**config.mk**
```make
export PLATFORM = sky130hd
export DESIGN_NAME = lcd_pattern_gen
export DESIGN_NICKNAME = d
export VERILOG_FILES = /design/src/rtl/lcd_pattern_gen.sv
export SDC_FILE = /design/constraint.sdc
export NUM_CORES = 1
export LEC_CHECK = 0
export BUFFER_PORTS_ARGS = -buffer_cell sky130_fd_sc_hd__clkbuf_2
export CAP_MARGIN = 0
export CELL_PAD_IN_SITES_DETAIL_PLACEMENT = 1
export CELL_PAD_IN_SITES_GLOBAL_PLACEMENT = 1
export CORE_MARGIN = 1.5
export CORE_UTILIZATION = 35
export DETAILED_ROUTE_END_ITERATION = 6
export HOLD_SLACK_MARGIN = 0.15
export PLACE_DENSITY_LB_ADDON = 0.1
export SLEW_MARGIN = 10
export SYNTH_ARGS = -nofsm -noshare
export SYNTH_HDL_FRONTEND = slang
export SYNTH_SLANG_ARGS = --single-unit
```
**constraint.sdc**
```tcl
create_clock -name CLK -period 4.43 [get_ports CLK]
set_input_delay 0.886 -clock CLK [delete_from_list [all_inputs] [get_ports CLK]]
set_output_delay 0.886 -clock CLK [all_outputs]
set_load 0.02 [all_outputs]
```
**src/rtl/lcd_pattern_gen.sv**
```systemverilog
// lcd_pattern_gen: RGB565 test-pattern source for a 480x272-class LCD.
// It sits behind a timing generator: it delays DE/HSYNC/VSYNC by one
// pixel-enable cycle and produces the pixel colour aligned with the delayed DE.
// There are four patterns: colour bars, gradient, checkerboard and border.
// In auto mode the pattern advances every FRAMES_PER_PAT frames.
module lcd_pattern_gen #(
    parameter int H_ACTIVE       = 480,
    parameter int V_ACTIVE       = 272,
    parameter int FRAMES_PER_PAT = 60
) (
    input  logic       CLK,
    input  logic       nRST,
    input  logic       PIX_CE,
    input  logic       IN_DE,
    input  logic       IN_HSYNC,
    input  logic       IN_VSYNC,
    input  logic [1:0] PAT_SEL,
    input  logic       AUTO,
    output logic       OUT_DE,
    output logic       OUT_HSYNC,
    output logic       OUT_VSYNC,
    output logic [4:0] OUT_R,
    output logic [5:0] OUT_G,
    output logic [4:0] OUT_B,
    output logic [1:0] PAT_CUR
);

    localparam logic [8:0] X_MAX = 9'(H_ACTIVE - 1);
    localparam logic [8:0] Y_MAX = 9'(V_ACTIVE - 1);
    localparam logic [7:0] F_MAX = 8'(FRAMES_PER_PAT - 1);
    localparam int         BAR_W = H_ACTIVE / 8;

    // Increment that sticks at the given limit instead of wrapping.
    function automatic logic [8:0] sat_inc9(input logic [8:0] v, input logic [8:0] lim);
        return (v >= lim) ? lim : v + 9'd1;
    endfunction

    // The delayed sync/DE registers also serve as the edge detectors
    // (de_q is the previous DE and vs_q is the previous VSYNC).
    logic       de_q, hs_q, vs_q;
    logic [4:0] r_q, r_d;
    logic [5:0] g_q, g_d;
    logic [4:0] b_q, b_d;
    logic [8:0] x_q, x_d;
    logic [8:0] y_q, y_d;
    logic [7:0] fc_q, fc_d;
    logic [1:0] pat_q, pat_d;
    logic [2:0] bar;
    logic       de_fall, frame_edge;

    assign de_fall    = de_q & ~IN_DE;
    assign frame_edge = vs_q & ~IN_VSYNC;

    // Counter and pattern-register next state. A frame boundary clear beats a line increment.
    always_comb begin
        x_d   = IN_DE ? sat_inc9(x_q, X_MAX) : 9'd0;
        y_d   = y_q;
        fc_d  = fc_q;
        pat_d = pat_q;
        if (frame_edge) begin
            y_d  = 9'd0;
            fc_d = (fc_q >= F_MAX) ? 8'd0 : fc_q + 8'd1;
            if (AUTO) begin
                if (fc_q >= F_MAX) pat_d = pat_q + 2'd1;
            end else begin
                pat_d = PAT_SEL;
            end
        end else if (de_fall) begin
            y_d = sat_inc9(y_q, Y_MAX);
        end
    end

    // Pixel colour from the pre-increment x/y, blanked to black outside active video.
    always_comb begin
        bar = 3'd0;
        for (int i = 1; i < 8; i++) begin
            if (int'(x_q) >= i * BAR_W) bar = 3'(i);
        end
        r_d = 5'd0;
        g_d = 6'd0;
        b_d = 5'd0;
        case (pat_q)
            2'd0: begin
                // White, yellow, cyan, green, magenta, red, blue, black: each
                // primary is a single inverted bit of the bar index.
                r_d = {5{~bar[1]}};
                g_d = {6{~bar[2]}};
                b_d = {5{~bar[0]}};
            end
            2'd1: begin
                r_d = x_q[8:4];
                g_d = y_q[8:3];
                b_d = fc_q[4:0];
            end
            2'd2: begin
                if (x_q[4] ^ y_q[4]) begin
                    r_d = 5'd31;
                    g_d = 6'd63;
                    b_d = 5'd31;
                end
            end
            default: begin
                b_d = 5'd31;
                if (x_q == 9'd0 || x_q == X_MAX || y_q == 9'd0 || y_q == Y_MAX) begin
                    r_d = 5'd31;
                    g_d = 6'd63;
                end
            end
        endcase
        if (!IN_DE) begin
            r_d = 5'd0;
            g_d = 6'd0;
            b_d = 5'd0;
        end
    end

    // All state advances only on pixel-enable edges. Reset drives the outputs to their idle levels.
    always_ff @(posedge CLK or negedge nRST) begin
        if (!nRST) begin
            de_q  <= 1'b0;
            hs_q  <= 1'b1;
            vs_q  <= 1'b1;
            r_q   <= 5'd0;
            g_q   <= 6'd0;
            b_q   <= 5'd0;
            x_q   <= 9'd0;
            y_q   <= 9'd0;
            fc_q  <= 8'd0;
            pat_q <= 2'd0;
        end else if (PIX_CE) begin
            de_q  <= IN_DE;
            hs_q  <= IN_HSYNC;
            vs_q  <= IN_VSYNC;
            r_q   <= r_d;
            g_q   <= g_d;
            b_q   <= b_d;
            x_q   <= x_d;
            y_q   <= y_d;
            fc_q  <= fc_d;
            pat_q <= pat_d;
        end
    end

    assign OUT_DE    = de_q;
    assign OUT_HSYNC = hs_q;
    assign OUT_VSYNC = vs_q;
    assign OUT_R     = r_q;
    assign OUT_G     = g_q;
    assign OUT_B     = b_q;
    assign PAT_CUR   = pat_q;

endmodule
```
== After elaboration in Yosys (flattened, before gate mapping) ==
Cells that the tools add are included.
Cells by class
  $add $sub $neg: 4
  $mul: 0
  divide/modulo/power cells: 0
  magnitude comparators: 10
  eq/ne operators: 5
  shift-type cells: 0
  mux-type cells: 25
  bitwise operators: 8
  reductions and logical operators: 10
Operator list (number)
  $ge 9x9->1 const B: 5
  $mux 9: 5
  $pmux 5 s3: 2
  $mux 5: 4
  $add 9x1->9 const B: 2
  $eq 9x9->1 const B: 2
  $ge 9x8->1 const B: 2
  $logic_not 9->1: 2
  $mux 3: 6
  $mux 6: 3
  $pmux 6 s3: 1
  $ge 9x6->1 const B: 1
  $ge 9x7->1 const B: 1
  $add 8x1->8 const B: 1
  $ge 8x6->1 const B: 1
  $mux 8: 1
  $not 1->1: 5
  $mux 2: 2
  $reduce_and 2->1: 2
  $logic_or 1x1->1: 3
  $reduce_and 3->1: 1
  $add 2x1->2 const B: 1
  $and 1x1->1: 2
  $eq 2x1->1 const B: 1
  6 further kinds: 6
Storage, ports and cells
  register bits: 47
  latch bits: 0
  bits in writable memories: 0
  ROM bits: 0
  output and inout bits: 21
  logic and storage cells: 72
  memories: 0

== Longest topological paths before layout ==
Gate-level depths: netlist (run 1).
  depth in word-level cells: 11
  gate-level depth with buffers: 8
  gate-level depth less buffers: 7

== Least setup slack after synthesis (run 1) ==
OpenSTA, ideal clock, no wires.
  path kind: input to register
  from: in PIX_CE
  to: reg y_q[7]
  library setup time: 82 ps
  data arrival time: 1833 ps
  required time: 4348 ps
  setup slack: 2515 ps
  cell stages on the path: 6
  path buffers: 1
  cells stage by stage: buf_2 -> and2b_1 -> nand3_1 -> a21oi_2 -> o21ai_1 -> a31oi_1
On the way
  word-level cells in the longest chain between the ends: 1
Ends and longest elaborated chain
  start: declaration: RTL line 13  | input logic PIX_CE,
  $reduce_and 2->1 (no line)
  end signal: assignment: RTL line 138  | y_q <= y_d;
  end: declaration: RTL line 45  | logic [8:0] y_q, y_d;
Every way passes these cells.
A chain may end at the register's enable or synchronous reset.

== Worst setup path after layout (run 1) ==
Ends and elaborated chain as after synthesis.

==> results of run 1 <==
metrics by stage:
| step | area, um2 | hold slack [ns] | total power, W | std cells | utilization |
|---|---|---|---|---|---|
| floorplan | 2780 | 0.461 | 0.000841 | 314 | - |
| global placement | 2950 | 0.522 | 0.000967 | 427 | 0.383 |
| detailed placement | 2950 | 0.516 | 0.000974 | 427 | 0.383 |
| CTS | 3060 | 0.539 | 0.00131 | 435 | 0.398 |
| global route | 3060 | 0.563 | 0.00138 | 435 | 0.398 |
| finish | 3060 | 0.530 | 0.00129 | 435 | 0.398 |
power groups by stage:
stage	logic, W	registers [W]	clock network (W)
3_3_place_gp	0.000394	0.000573	0
3_5_place_dp	0.000399	0.000576	0
2_1_floorplan	0.000220	0.000621	0
5_1_grt	0.000443	0.000580	0.000357
6_report	0.000396	0.000567	0.000323
4_1_cts	0.000404	0.000567	0.000338
logic make-up after synthesis:
logic type | after synthesis
mux | 2
xor+xnor | 1
buf+inv | 45
compound gates | 106
fa+ha+maj | 10
simple gates | 103
flops | 47
state kept, by name (all words and copies together) (netlist names):
register	flops
x_q	9
OUT_G	6
OUT_B	5
OUT_R	5
fc_q	8
y_q	9
OUT_HSYNC	1
OUT_VSYNC	1
PAT_CUR	2
OUT_DE	1
layer usage:
metal	wire length, um	global-route usage	vias up
met5	0	0	-
met4	55	0.0346	0
met3	146	0.0315	5
met2	3400	0.311	21
met1	3590	0.265	1209
li1	-	-	1158
final cells by class:
| class | instances | area, um2 | area share |
|---|---|---|---|
| flip-flops and latches | 47 | 1180 | 0.385 |
| multi-input cells | 222 | 1390 | 0.454 |
| well taps | 102 | 128 | 0.0417 |
| inverters | 26 | 97.6 | 0.0319 |
| repair buffers | 30 | 153 | 0.0499 |
| clock buffers | 5 | 68.8 | 0.0225 |
| clock inverters | 3 | 43.8 | 0.0143 |
synth_stat cells, types with 3 or more instances:
| master | count |
|---|---|
| a21o_1 | 8 |
| a21oi_1 | 22 |
| a221oi_1 | 4 |
| a31oi_1 | 4 |
| and2_1 | 5 |
| and3_1 | 3 |
| buf_2 | 4 |
| buf_4 | 3 |
| buf_6 | 3 |
| clkbuf_1 | 8 |
| dfrtp_1 | 45 |
| ha_1 | 9 |
| inv_1 | 25 |
| nand2_1 | 32 |
| nand3_1 | 21 |
| nor2_1 | 17 |
| nor2b_1 | 7 |
| o21ai_0 | 30 |
| o22ai_1 | 10 |
| o31ai_1 | 4 |
worst paths after layout:
path / end / depth (start not counted) / startpoint
worst max-delay path: y_q[7] / 6 / PIX_CE
worst min-delay path: OUT_G[2] / 2 / OUT_G[2]
worst max register to register: OUT_G[4] / 5 / x_q[4]
worst min register to register: OUT_G[2] / 2 / OUT_G[2]
max in group asynchronous: OUT_G[0] / 2 / nRST
min in group asynchronous: x_q[0] / 1 / nRST
worst max-delay path, stage by stage:
cell      delay (ns)
clkbuf_2        0.64
and2b_1         0.27
nand3_1         0.28
a21oi_2         0.31
o21ai_1         0.10
a31oi_1         0.17
==> metrics.md, run 1 <==
| Metric | Value |
|---|---|
| Setup ws final | just under 2 ns |
| Largest cells by area after synthesis | dfrtp_1 41%, o21ai_0 5.4%, nand2_1 4.3%, ha_1 4.1%, a21oi_1 4.0% |
| Switching Fraction | 0.366 |
| CORE AREA | slightly below 0.008 mm2 |
| WL/cell | about 17 um |
| Adder-Cell Fraction of Synth Area | 0.0446 |
| Worst EP arrival | ~2.7 ns |
| WS Path Type | in2reg |
| P_int | around 0.00082 W |
| Drt via density | approximately 5.5 |
| Synth Instances | 314 |
| P_sw | around 0.00047 W |
| EDFF count, synth | 0 |
| Startpoint types | primary input |
| Starting Density | 0.361 |
| Worst R2R Setup Slack | ~2.4 ns |
| Pins over their slew limit | 0 |
| Post-synthesis sequential area ratio | 0.424 |
| Combinational share of power | 0.308 |
| TNS Setup | 0 ns |
| Worst vdd rail ir drop | 0.193 mV |
| Clock network power share | 0.251 |
| Die W | just over 90 um |
| Mapped Nets | between 300 and 400 |
| Max Freq | 408 MHz |
| Max Root-Sink Buffers | 2 |
| Commonest non-fill, non-tap cells in the layout | 45 x dfrtp_1, 32 x nand2_1, 30 x o21ai_0 |
| Synth area leader | dfrtp_1 |
| Max Cap Violations | 0 |
| Commonest non-fill, non-tap cell in the layout | dfrtp_1 |
| Layout cells sized above 1 | 0.177 |
| Placer Congestion | around 0.79 |
| RSZ-0062 raised after global routing | false |
| Skew final | 0.00520 ns |
| Die area | between 0.008 and 0.009 mm2 |
| CTS tree | done |
| Num CTS Buffers | 5 |
| CP required | around 4.7 ns |
| Number of distinct library cells after synthesis | 58 |
| Site Rows | 32 |
| Hold WC Path Type | reg2reg |
| Gates resized, CTS repair | 0 |
| Yosys warns | 0 |
| Final WL | ~7000 um |
| Seq cells post-synth | 47 |
| Largest family of logic cells by synthesized area | compound AO/OA/AOI/OAI gates |
| P&R area growth vs syn | 10.1% |
| DRT iter0 DRCs | 67 |
| Syn Area/Cell | around 8.8 um2 |
| 1st-pass router iterations | 4 |
| Share of the synthesized area in the top cell type | 0.405 |
| Post-Synth XOR/XNOR Area | 0.00315 |
| Period utilisation layout | 0.553 |
| Post-route ant nets | 0 |
| Power share of the sequential group | 0.441 |
| H-tree depth | 2 |
| Synth async-reset ratio | 1.00 |
| Cell Pwr Density | 420 mW/mm2 |
| Buffers on Ports | 29 |
| Via count | roughly 2.4k |
| Tot GR Track Use | 0.190 |
| Mapped Area | 0.00278 mm2 |
| CP Max Fanout | between 40 and 50 |
| Post-CTS Setup Bufs | 0 |
| Dpl hpwl | 5060 um |
| Nets | 350 |
| Later-pin clock latency in the skew report | ~0.3 ns |
| Num Clock Sinks | 47 |
| Main synth FF type | dfrtp_1 |
| Proportion of synthesized area in mux cells | 0.00811 |
| Final hold violations | 0 |
| First-pass GRT wire length | approximately 13000 um |
| # diodes | 0 |
| Post-place setup slack | between 1.5 and 2 ns |
| Die height | 92.1 um |
| CTS Hold Bufs | 0 |
| CTS root buf | clkbuf_8 |
| Global route total overflow | 0 |
| Measured slew at the worst slew-check pin | 0.856 ns |
| CP endpoint kind | register |
| Drt drc | 0 |
| I/O pin count | 30 |
| Synth Area in Compound Gates | 0.259 |
| Outcome | complete, no violations |
| Finish-stage setup viols | 0 |
| Worst-path clk slew | about 0.090 ns |
| Initial antenna violation count | 0 |
| Post-Synth Simple-Gate Area | 0.186 |
| Fillcell total | 930 |
| Number of global-route vias before repair | approximately 2.4k |
| Pin count of the biggest net entering global routing | 46 |
| Crit path time final | around 2.4 ns |
| Static Leak | ~1.4 nW |
| Slew margin rel. | 0.429 |
(Power assumes the default switching activity.)
==> inputs of run 2 (changes only) <==
ABC_AREA = 1   (was unset)
clock period = 2.4 ns   (was 4.43 ns; I/O delays follow)
==> run 2 against run 1 <==
Effect of this change:
- wire length shrank 1.4%
- first-iteration DRC count grew 12%
- area after synthesis shrank 0.86%
- critical path type is now reg2reg
==> metrics.md, run 2 <==
| Metric | Value |
|---|---|
| Outcome | complete, no violations |
| Layout cells sized above 1 | 0.197 (+0.0202) |
| Final hold violations | 0 (unchanged) |
| Starting Density | 0.358 (-0.00309) |
| EDFF count, synth | 0 (unchanged) |
| Commonest non-fill, non-tap cell in the layout | nand2_1 |
| # diodes | 0 (unchanged) |
| Post-synthesis sequential area ratio | 0.428 (+0.00366) |
| Syn Area/Cell | 7.89 um2 (-11%) |
| CP endpoint kind | register |
| P&R area growth vs syn | 10.8% |
| Post-CTS Setup Bufs | 0 (unchanged) |
| Num Clock Sinks | 47 (unchanged) |
| Measured slew at the worst slew-check pin | 0.710 ns (-0.146 ns) |
| Static Leak | 1.49 nW (+8.2%) |
| Dpl cells | 469 (+9.8%) |
| Pins over their slew limit | 0 (unchanged) |
| Global route total overflow | 0 (unchanged) |
| Worst-path clk slew | 0.09 ns (about the same) |
| Main synth FF type | dfrtp_1 |
| I/O pin count | 30 (unchanged) |
| Max Freq | 580 MHz |
| Buffers on Ports | 29 (unchanged) |
| Synth area leader | dfrtp_1 |
| Max Cap Violations | 0 (unchanged) |
| CTS Hold Bufs | 0 (unchanged) |
| Skew final | 0.00544 ns (+0.000242 ns) |
| Dpl hpwl | 5270 um (+4.0%) |
| Hold WC Path Type | in2async |
| CP Max Fanout | 7 (-84%) |
| Largest cells by area after synthesis | dfrtp_1 41%, nand2_1 11%, inv_1 4.9%, a21oi_1 4.4%, ha_1 4.1% |
| Slowest CP cell | dfstp_2 |
| WS Path Type | reg2reg |
| Commonest non-fill, non-tap cells in the layout | 81 x nand2_1, 45 x dfrtp_1, 36 x inv_1 |
| Tot GR Track Use | 0.189 (-0.00113) |
| Later-pin clock latency in the skew report | 0.30 ns (about the same) |
| Max Root-Sink Buffers | 2 (unchanged) |
| CTS tree | done |
| H-tree depth | 2 (unchanged) |
| Nets | 392 (+12%) |
| Initial antenna violation count | 0 (unchanged) |
| Drt via density | 5.03 (-8.6%) |
| CP required | 2.59 ns (-2.07 ns) |
| Die area | 0.00841 mm2 (-0.82%) |
| Worst EP arrival | 1.91 ns (-0.76 ns) |
| Share of the synthesized area in the top cell type | 0.409 (+0.00350) |
| Critical path's most frequent cell | inv_2 |
| Via count | 2398 (+0.21%) |
| Post-Layout Inst Area | 0.00305 mm2 (-0.29%) |
| Worst vdd rail ir drop | 0.270 mV (+40%) |
| Synth Instances | 349 (+11%) |
| RSZ-0062 raised after global routing | false |
| Site Rows | 32 (unchanged) |
| Slew margin rel. | 0.526 (+0.0973) |
| Post-route ant nets | 0 (unchanged) |
| Area after DPL | 0.00295 mm2 (+0.13%) |
| Final WL | 7090 um (-1.4%) |
| Storage element area | 0.00118 mm2 (unchanged) |
| Fin cells | 477 (+9.7%) |
| 1st-pass router iterations | 4 (unchanged) |
| Crit-path cells | inv_1, nor2_1, inv_2, nor2_4, inv_2, or2_1, o21ai_0, a21oi_1 |
| Gates resized, CTS repair | 0 (unchanged) |
| Synth async-reset ratio | 1.00 (unchanged) |
| TNS Setup | 0 ns (unchanged) |
| Count leader, synth | nand2_1 |
| DRT iter0 DRCs | 75 (+12%) |
| Period utilisation layout | 0.718 |
| Yosys warns | 0 (unchanged) |
| Cell Pwr Density | 773 mW/mm2 (+84%) |
| WL/cell | 14.9 um (-10%) |
| CORE AREA | 0.00769 mm2 (unchanged) |
| Die height | 91.7 um (-0.41%) |
| Crit path time final | 1.72 ns |
| Most frequent cells after synthesis | 81 x nand2_1, 45 x dfrtp_1, 36 x inv_1 |
| Placer Congestion | 0.768 (-2.3%) |
| Finish-stage setup viols | 0 (unchanged) |
| Mapped Area | 0.00275 mm2 (-0.86%) |
| Fillcell total | 991 (+6.6%) |
| Pin count of the biggest net entering global routing | 48 (+4.3%) |
| First-pass GRT wire length | 12600 um (-1.6%) |
| Startpoint types | register |
| Top flop regs | x_q (9), y_q (9), fc_q (8) |
| Number of distinct library cells after synthesis | 38 (-34%) |
| CTS root buf | clkbuf_8 |
| Multi-input gate area | 0.00130 mm2 (-6.4%) |
| Number of global-route vias before repair | 2552 (+4.3%) |
| Die W | 91.7 um (-0.41%) |
| Drt drc | 0 (unchanged) |
| CP max stage delay | 0.54 ns (-0.10 ns) |
| Seq cells post-synth | 47 (unchanged) |
| Num CTS Buffers | 5 (unchanged) |
| Mapped Nets | 367 (+11%) |
==> run 2: changes by cell type in the layout (fill, tap and decap cells not counted), moves of 5 or more <==
cell and delta:
a21o_1 -8, nand2_2 +6, nand4_1 +6, inv_2 +9, nand3_1 -6, o21ai_1 +16, nor2b_1 -7, inv_1 +11
a211oi_2 +6, and2_1 -5, nand2_1 +49, o21ai_0 -17, nor3_1 +7
==> run 2: logic make-up after synthesis <==
kind of cell	share of synthesized area
xor+xnor	0.00954
simple gates	0.244
flops	0.428
fa+ha+maj	0.0409
compound gates	0.178
buf+inv	0.0995
==> run 2: area by class of cell <==
class | count | share of cell area
Tap cell | 102 | 0.0418
Inverter | 48 | 0.0599
Clock buffer | 8 | 0.0328
Timing Repair Buffer | 31 | 0.0525
Sequential cell | 47 | 0.386
Multi-Input combinational cell | 241 | 0.427
==> run 2: worst max-delay path, delay by kind of cell (launching register included) <==
family | cells | cell delay (ns)
AO/OA/AOI/OAI | 2 | 0.16
AND/OR/NAND/NOR | 3 | 0.66
buffers and inverters | 3 | 0.26
flip-flops | 1 | 0.54
==> run 2: stage by stage <==
| stage | utilization | hold WS, ns | worst slack, ns | power (W) |
|---|---|---|---|---|
| floorplan | - | 0.184 | 0.779 | 0.00161 |
| global placement | 0.384 | 0.454 | 0.708 | 0.00182 |
| detailed placement | 0.384 | 0.457 | 0.652 | 0.00185 |
| CTS | 0.397 | 0.308 | 0.668 | 0.00240 |
| global route | 0.397 | 0.326 | 0.523 | 0.00255 |
| finish | 0.397 | 0.279 | 0.677 | 0.00236 |
==> run 2: where the power goes <==
part / switching (W) / internal (W) / total [W] / leakage, nW
combinational: 0.000495 / 0.000267 / 0.000762 / 0.824
clock: 0.000268 / 0.000264 / 0.000532 / 0.0515
sequential: 0.000128 / 0.000935 / 0.00106 / 0.615
==> run 2: final timing paths <==
kind	from	to	slack, ns	cells past startpoint
setup reg to reg	OUT_VSYNC	fc_q[3]	0.68	8
min in group CLK	IN_HSYNC	OUT_HSYNC	0.39	3
hold / removal	nRST	x_q[1]	0.28	2
hold reg to reg	OUT_HSYNC	OUT_HSYNC	0.47	2
max in group asynchronous	nRST	OUT_G[3]	1.71	2
setup / recovery	OUT_VSYNC	fc_q[3]	0.68	8
==> run 2: per-layer routing <==
metal  vias up  track usage  wire, um
li1       1199            -         -
met4         0       0.0538       100
met2        28        0.327      3480
met1      1164        0.240      3350
met3         7       0.0332       161
met5         -            0         0
==> inputs of run 3 (changes only) <==
clock period = 1.63 ns   (was 2.4 ns; I/O delays follow)
==> run 3 against run 2 <==
Effect of this change:
- clock power increased by 34%
- first-iteration DRC count grew 6.7%
- fmax grew 11%
- sequential share of layout area is 2.7 points lower
- worst setup slack got worse by 0.60 ns
- via count increased by 0.46%
- combinational power grew 63%
- critical endpoint is now OUT_G[1]
- cell count increased by 3.6%
- sequential power up 49%
- clock skew fell by 0.00073 ns
- design area is 7.8% higher
- sequential cell count unchanged
==> metrics.md, run 3 (same netlist as run 2, synthesis figures left out) <==
| Metric | Value |
|---|---|
| Dpl hpwl | 5330 um (+1.2%) |
| Multi-input gate area | 0.00140 mm2 (+7.2%) |
| Initial antenna violation count | 0 (unchanged) |
| H-tree depth | 2 (unchanged) |
| 1st-pass router iterations | 4 (unchanged) |
| Max Freq | 643 MHz (+11%) |
| CTS root buf | clkbuf_8 |
| Worst EP arrival | 1.75 ns (-0.16 ns) |
| Drt via density | 4.88 (-3.0%) |
| Post-route ant nets | 0 (unchanged) |
| Top flop regs | x_q (9), y_q (9), fc_q (8) |
| Pin count of the biggest net entering global routing | 48 (unchanged) |
| Finish-stage setup viols | 0 (unchanged) |
| Cell Pwr Density | 1070 mW/mm2 (+39%) |
| Static Leak | 1.59 nW (+6.6%) |
| Via count | 2409 (+0.46%) |
| CTS tree | done |
| CP max stage delay | 0.46 ns (-0.08 ns) |
| Site Rows | 32 (unchanged) |
| CORE AREA | 0.00769 mm2 (unchanged) |
| Slew margin rel. | 0.753 (+0.226) |
| I/O pin count | 30 (unchanged) |
| Drt drc | 0 (unchanged) |
| P&R area growth vs syn | 19.4% |
| Commonest non-fill, non-tap cell in the layout | nand2_1 |
| Outcome | complete, no violations |
| RSZ-0062 raised after global routing | true |
| Die area | 0.00841 mm2 (unchanged) |
| # diodes | 0 (unchanged) |
| Number of global-route vias before repair | 2524 (-1.1%) |
| Final WL | 7230 um (+1.9%) |
| CP Max Fanout | 6 (-1) |
| CP required | 1.82 ns (-0.77 ns) |
| Placer Congestion | 0.806 (+5.0%) |
| Period utilisation layout | 0.954 (+0.236) |
| Starting Density | 0.358 (unchanged) |
| Final hold violations | 0 (unchanged) |
| CP endpoint kind | register |
| Fillcell total | 982 (-0.91%) |
| Storage element area | 0.00118 mm2 (+0.21%) |
| Num Clock Sinks | 47 (unchanged) |
| Crit path time final | 1.56 ns (-0.168 ns) |
| Area after DPL | 0.00305 mm2 (+3.5%) |
| Final Power | 0.00352 W (+50%) |
| Max Root-Sink Buffers | 2 (unchanged) |
| Num CTS Buffers | 5 (unchanged) |
| Later-pin clock latency in the skew report | 0.30 ns (about the same) |
| Max Cap Violations | 0 (unchanged) |
| Worst vdd rail ir drop | 0.497 mV (+84%) |
| Die W | 91.7 um (unchanged) |
| Slowest CP cell | dfrtp_2 |
| Buffers on Ports | 29 (unchanged) |
| TNS Setup | 0 ns (unchanged) |
| Measured slew at the worst slew-check pin | 0.371 ns (-0.339 ns) |
| Post-Layout Inst Area | 0.00329 mm2 (+7.8%) |
| Skew final | 0.00471 ns (-0.000729 ns) |
| DRT iter0 DRCs | 80 (+6.7%) |
| Crit-path cells | ha_4, nand2_4, nor2_4, inv_2, o21ai_1, a21oi_2, nand3_4, nand2_4, o21ai_1 |
| Die height | 91.7 um (unchanged) |
| WL/cell | 14.6 um (-1.6%) |
| First-pass GRT wire length | 12100 um (-3.2%) |
| Hold WC Path Type | in2reg |
| Nets | 409 (+4.3%) |
| Commonest non-fill, non-tap cells in the layout | 80 x nand2_1, 43 x dfrtp_1, 32 x inv_1 |
| Worst R2R Setup Slack | 0.07 ns (-0.60 ns) |
| Tot GR Track Use | 0.183 (-0.00585) |
| Startpoint types | register |
| Worst-path clk slew | 0.09 ns (about the same) |
| Global route total overflow | 0 (unchanged) |
| Pins over their slew limit | 0 (unchanged) |
| Fin cells | 494 (+3.6%) |
| Layout cells sized above 1 | 0.273 (+0.0756) |
| Dpl cells | 481 (+2.6%) |
| Worst hold slack | 0.195 ns (-0.0834 ns) |
| WS Path Type | reg2reg |
-- run 3: cell count changes in the layout (fill, tap and decap cells not counted), moves of 3 or more --
cell | before | now
buf_4 | 2 | 15
ha_1 | 9 | 6
inv_1 | 36 | 32
inv_2 | 10 | 13
nand2_2 | 7 | 4
nand2_4 | 1 | 5
nor2_1 | 19 | 14
nor2_4 | 1 | 4
-- run 3: where the power goes --
part | switching [W] | internal (W) | total (W)
clock | 0.000409 | 0.000302 | 0.000711
sequential | 0.000199 | 0.00138 | 0.00158
combinational | 0.000766 | 0.000471 | 0.00124
-- run 3: final timing paths --
check	startpoint	to	cells after the start
min	IN_HSYNC	OUT_HSYNC	3
max	y_q[1]	OUT_G[1]	9
max in group asynchronous	nRST	OUT_VSYNC	3
max reg2reg	y_q[1]	OUT_G[1]	9
min reg2reg	OUT_HSYNC	OUT_HSYNC	2
min in group asynchronous	nRST	x_q[3]	3
-- run 3: timing repair --
item                       4_1_cts  5_1_grt
gates resized for setup          6       25
buffers inserted                 0        4
hold endpoints to repair        45        0
pin swaps                        3        7
hold buffers                     1        0
setup endpoints to repair        6       31
-- run 3: through the flow --
stage | utilization | setup WS (ns)
6_report | 0.428 | 0.0746
3_3_place_gp | 0.397 | -0.0744
4_1_cts | 0.412 | 0.00779
2_1_floorplan | - | 0.00868
3_5_place_dp | 0.397 | -0.0821
5_1_grt | 0.428 | -0.0243
-- run 3: layout make-up --
cell class	count	area share
repair buffers	48	0.0970
clock buffers	7	0.0232
clock inverters	1	0.00152
flip-flops and latches	47	0.359
well taps	102	0.0388
inverters	48	0.0563
multi-input cells	241	0.424
-- run 3: worst max-delay path, delay by kind of cell, from the launching register on --
family / cells / cell delay, ns
buffers and inverters: 1 / 0.06
AOI/OAI and AO/OA: 3 / 0.36
adders and majority gates: 1 / 0.18
DFF: 1 / 0.46
and+or+nand+nor: 4 / 0.39
-- run 3: layer usage --
layer  part of all wire  track usage  wire, um  vias up
met1               0.48        0.234      3450     1147
met2               0.49        0.316      3560       21
li1                   -            -         -     1233
met3              0.018       0.0307       127        8
met4              0.012       0.0538        90        0
met5                  0            0         0        -
